<file path="src/rtl/sa_ctrl_pkg.sv">
// sa_ctrl_pkg: shared command addresses, readback sizing, state type and checksum helper
package sa_ctrl_pkg;
  localparam logic [7:0] CMD_RIGHT_SHIFT  = 8'hFF;
  localparam logic [7:0] CMD_B_SHIFT      = 8'hFE;
  localparam logic [7:0] CMD_BOTTOM_SHIFT = 8'hFD;
  localparam logic [7:0] CMD_A_DATA       = 8'hFC;
  localparam logic [7:0] CMD_B_DATA       = 8'hFB;
  localparam logic [7:0] CMD_PS_DATA      = 8'hFA;
  localparam logic [7:0] CMD_READBACK     = 8'hF9;
  localparam int RB_DATA_BYTES = 8;
  typedef enum logic {IDLE, SEND} rb_state_t;
  function automatic logic [7:0] xor_bytes(input logic [63:0] d);
    logic [7:0] x;
    x = '0;
    for (int i = 0; i < RB_DATA_BYTES; i++) x ^= d[8*i +: 8];
    return x;
  endfunction
endpackage

</file>
<file path="src/rtl/cmd_strobe_detect.sv">
// cmd_strobe_detect: single-cycle hit on a uart_rw rising edge carrying the matching address
module cmd_strobe_detect
  import sa_ctrl_pkg::*;
#(
  parameter logic [7:0] ADDR = CMD_READBACK
) (
  input  logic       clk,
  input  logic       rst,
  input  logic       uart_rw,
  input  logic [7:0] uart_in,
  output logic       hit
);
  logic rw_q;
  // previous strobe level so a held strobe only counts on its first cycle
  always_ff @(posedge clk or posedge rst) begin
    if (rst) rw_q <= 1'b0;
    else rw_q <= uart_rw;
  end
  assign hit = uart_rw & ~rw_q & (uart_in == ADDR);
endmodule

</file>
<file path="src/rtl/result_readback_module.sv">
// result_readback_module: snapshots the partial sums on a readback command and streams them bytewise
module result_readback_module
  import sa_ctrl_pkg::*;
#(
  parameter logic [7:0] READ_ADDR     = CMD_READBACK,
  parameter logic       SEND_CHECKSUM = 1'b1
) (
  input  logic        clk,
  input  logic        rst,
  input  logic        uart_rw,
  input  logic [7:0]  uart_in,
  input  logic [15:0] ps_data0,
  input  logic [15:0] ps_data1,
  input  logic [15:0] ps_data2,
  input  logic [15:0] ps_data3,
  output logic [7:0]  tx_data,
  output logic        tx_valid,
  input  logic        tx_ready,
  output logic        busy,
  output logic        done,
  output logic        overrun
);
  localparam logic [3:0] LAST_IDX = SEND_CHECKSUM ? 4'd8 : 4'd7;
  rb_state_t state, state_n;
  logic [63:0] snap;
  logic [3:0] idx;
  logic [7:0] cur_byte;
  logic trig, xfer, final_xfer, accept;
  cmd_strobe_detect #(.ADDR(READ_ADDR)) u_det (
    .clk(clk),
    .rst(rst),
    .uart_rw(uart_rw),
    .uart_in(uart_in),
    .hit(trig)
  );
  // state register
  always_ff @(posedge clk or posedge rst) begin
    if (rst) state <= IDLE;
    else state <= state_n;
  end
  // next state, handshake decode and byte mux; index 8 is the checksum slot
  always_comb begin
    tx_valid = state == SEND;
    accept = trig & ~tx_valid;
    xfer = tx_valid & tx_ready;
    final_xfer = xfer & (idx == LAST_IDX);
    state_n = accept ? SEND : final_xfer ? IDLE : state;
    cur_byte = idx[3] ? xor_bytes(snap) : snap[{idx[2:0], 3'b000} +: 8];
    tx_data = tx_valid ? cur_byte : 8'h00;
  end
  assign busy = tx_valid;
  // snapshot, byte index, completion pulse and sticky overrun
  always_ff @(posedge clk or posedge rst) begin
    if (rst) begin
      snap    <= '0;
      idx     <= '0;
      done    <= 1'b0;
      overrun <= 1'b0;
    end else begin
      done <= final_xfer;
      if (accept) begin
        snap    <= {ps_data3, ps_data2, ps_data1, ps_data0};
        idx     <= '0;
        overrun <= 1'b0;
      end else begin
        if (trig) overrun <= 1'b1;
        if (xfer) idx <= final_xfer ? 4'd0 : idx + 4'd1;
      end
    end
  end
endmodule

</file>
<file path="config.mk">
export PLATFORM = sky130hd
export DESIGN_NAME = result_readback_module
export DESIGN_NICKNAME = d
export VERILOG_FILES = /design/src/rtl/sa_ctrl_pkg.sv /design/src/rtl/cmd_strobe_detect.sv /design/src/rtl/result_readback_module.sv
export SDC_FILE = /design/constraint.sdc
export NUM_CORES = 1
export LEC_CHECK = 0
export CAP_MARGIN = 40
export CORE_MARGIN = 4
export CORE_UTILIZATION = 51
export CTS_CLUSTER_DIAMETER = 200
export DETAILED_ROUTE_END_ITERATION = 8
export PLACE_DENSITY = 0.8
export SLEW_MARGIN = 25
export SYNTH_ARGS = -nofsm -noshare
export SYNTH_HDL_FRONTEND = slang
export SYNTH_SLANG_ARGS = --single-unit
</file>
<file path="constraint.sdc">
create_clock -name clk -period 3.2 [get_ports clk]
set_input_delay 0.64 -clock clk [delete_from_list [all_inputs] [get_ports clk]]
set_output_delay 0.64 -clock clk [all_outputs]
set_load 0.1 [all_outputs]
</file>
==> results.py <==
metrics = {
    "outcome": {
        "status": "finished, final reports clean",
    },
    "critical_path": {
        "reg2reg_depth": 4,
        "cp_top_family": "flip-flops",
        "crit_cells": 5,
        "worstSetupStartpointType": "register",
        "critPathKind": "reg2out",
        "crit_chain": "buf_4 > mux4_2 > a211oi_1 > a211oi_2 > buf_12",
        "critPathSlowestCell": "dfrtp_1",
        "critPathCaptureType": "output port",
        "arrival_ps": 2320,
        "path_buf_inv": 2,
        "critical-path-max-stage-delay_ps": 520,
        "path_max_fanout": 10,
        "cp_data_required_time_ps": 2560,
    },
    "sta": {
        "rsz0062_at_grt": "no",
        "setup_viol": 0,
        "fin_crit_ps": 2960,
        "fin_crit_sh_pct": 92.4,
        "fin_hold_ws_ps": 548,
        "fin_skew_ps": 8.58,
        "worst_pin_slew_ps": 764,
        "maxSlewHeadroom_pct": 49.1,
        "fmax_ghz": 0.338,
        "hold_viol": 0,
        "worst_slack_ps": 242,
        "slew_viol_final": 0,
        "tns_ps": 0,
    },
    "yosys": {
        "yosysTopAreaCellShare_pct": 46.1,
        "syn_nets": 358,
        "synthTopCellsByArea": "dfrtp_1 46%, mux2_2 17%, xnor2_1 13%",
        "syn_inst": 280,
        "yosysTopAreaCell": "dfrtp_1",
        "avgSynthCellArea_um2": 14.0,
        "yosysSeqAreaShare_pct": 46.1,
        "yosys_warnings": 0,
        "yosysUniqueCellTypes": 28,
        "ys_ff_latch": 72,
        "netlist_area_um2": 3910,
    },
    "pwr": {
        "power_density_nw_per_um2": 587,
        "p_total_w": 0.00303,
        "p_leak_nw": 2.20,
        "ir_worst_vdd_uv": 336,
    },
    "final_layout": {
        "antenna_cells": 0,
        "layout-drive-gt1-share_pct": 33.3,
        "area_delta_synth_final_pct": 32.2,
        "fillers": 491,
        "instances_no_fill": 471,
        "nets": 446,
    },
    "clock_network": {
        "cts-root-buf": "clkbuf_8",
        "numClockSinks": 72,
        "cts_hold_buf": 0,
        "cts_tree": "built",
        "clkTransAtPathRegs_ps": 80,
        "post-cts-setup-buffers": 0,
        "clockBufferDepth": 2,
        "cts_max_level": 3,
        "clock_latency_ps": 340,
        "cts_resized": 0,
        "cts_buffers": 9,
    },
    "placement": {
        "dp_hpwl_um": 6020,
        "place_inst": 456,
        "gp_congestion": 0.758,
        "port_buffers": 87,
        "place_ws_ps": 440,
    },
    "global_routing": {
        "grt_pass1_wl_um": 13600,
        "antenna_found_initial": 0,
        "grt.total_usage_pct": 19.8,
        "grt_remaining_overflow": 0,
        "grt_pass1_vias": 2774,
        "grt_start_max_net_pins": 73,
    },
    "floorplanning": {
        "row_count": 31,
        "chipWidth_um": 95.5,
        "initial_core_util_pct": 53.3,
        "coreArea_um2": 7330,
        "die_h_um": 95.5,
        "die_area_um2": 9130,
        "boundaryPins": 88,
    },
    "routing": {
        "vias": 2549,
        "routedWlPerCell_um": 17.6,
        "ant_nets": 0,
        "first_pass_iters": 4,
        "drt_wl_total_um": 8280,
        "remaining_drc_errors": 0,
        "drt-initial-drc-count": 102,
        "viasPerCell": 5.41,
    },
    "worst_hold_path": {
        "worstHoldPathType": "reg2reg",
        "hold_depth": 1,
    },
    "job": {
        "maxCapViolCount": 0,
    },
}
[logic make-up after synthesis]
| family | Yosys count | share of synthesized area [%] |
|---|---|---|
| buffers and inverters | 21 | 4.35 |
| multiplexers | 81 | 28.4 |
| XOR/XNOR | 57 | 12.8 |
| AND/OR/NAND/NOR | 25 | 3.78 |
| AO/OA/AOI/OAI | 22 | 3.91 |
| adder cells (fa/ha/maj) | 2 | 0.640 |
| flip-flops | 72 | 46.1 |
[path summary, 6_finish.rpt]
path	startpoint	endpoint	slack (ps)
min in group asynchronous	rst	u_det.rw_q$_DFF_PP0_	670
worst min register to register	snap[54]$_DFFE_PP0P_	snap[54]$_DFFE_PP0P_	550
worst max-delay path	idx[1]$_DFFE_PP0P_	tx_data[5]	240
max in group asynchronous	rst	snap[33]$_DFFE_PP0P_	2190
worst max register to register	busy$_DFFE_PP0P_	snap[17]$_DFFE_PP0P_	1080
worst min-delay path	snap[54]$_DFFE_PP0P_	snap[54]$_DFFE_PP0P_	550
[final cells by class]
class / count / area (um^2) / share of cell area [%]
multi-input combinational: 187 / 1980 / 38.2
sequential: 72 / 1800 / 34.9
timing repair buffer: 94 / 1030 / 20.0
clock buffer: 12 / 155 / 3.00
tap: 99 / 124 / 2.40
clock inverter: 3 / 65.1 / 1.26
inverter: 4 / 15.0 / 0.291
[cell usage after synthesis (all sizes together)]
cell type,instances
nor3,3
or3,1
nor2b,8
and4bb,1
o21bai,1
nand2,5
inv,4
mux4,16
a211oi,16
ha,2
nor4bb,1
mux2,65
buf,13
clkbuf,4
and2,2
xnor2,57
nand3,2
dfrtp,72
nand4,1
nor2,1
a21oi,2
o21ai,3
[flip-flops by register name, summed over array words and instances (netlist names)]
signal / cells
u_det.rw_q: 1
busy: 1
overrun: 1
done: 1
snap: 64
idx: 4
[layer usage]
| metal | wire [um] | vias to the layer above | track usage (%) |
|---|---|---|---|
| met3 | 608 | 14 | 5.84 |
| met1 | 3360 | 1275 | 24.2 |
| met4 | 199 | 0 | 7.70 |
| met2 | 4120 | 83 | 32.9 |
| li1 | - | 1177 | - |
| met5 | 0 | - | 0 |
[power by group]
group / switching (W) / internal (W)
registers: 0.000131 / 0.000956
logic: 0.000683 / 0.000460
clock network: 0.000324 / 0.000477
[cells in the final DEF (no fill, tap or decap), types with 8 or more instances in the layout]
| cell type | instances |
|---|---|
| buf_4 | 8 |
| clkdlybuf4s50_1 | 75 |
| dfrtp_1 | 72 |
| nor2b_1 | 8 |
| xnor2_1 | 57 |
| mux2_2 | 60 |
| a211oi_2 | 8 |
| clkbuf_8 | 11 |
| buf_12 | 11 |
| mux4_2 | 16 |
| a211oi_1 | 8 |
[through the flow]
stage / utilization [%] / cell area [um^2]
final: 70.5 / 5170
after CTS: 70.5 / 5170
after floorplan: - / 3950
after detailed placement: 67.5 / 4950
after global routing: 70.5 / 5170
after global placement: 67.5 / 4950
Note: power is estimated with default switching activity, not from simulation.
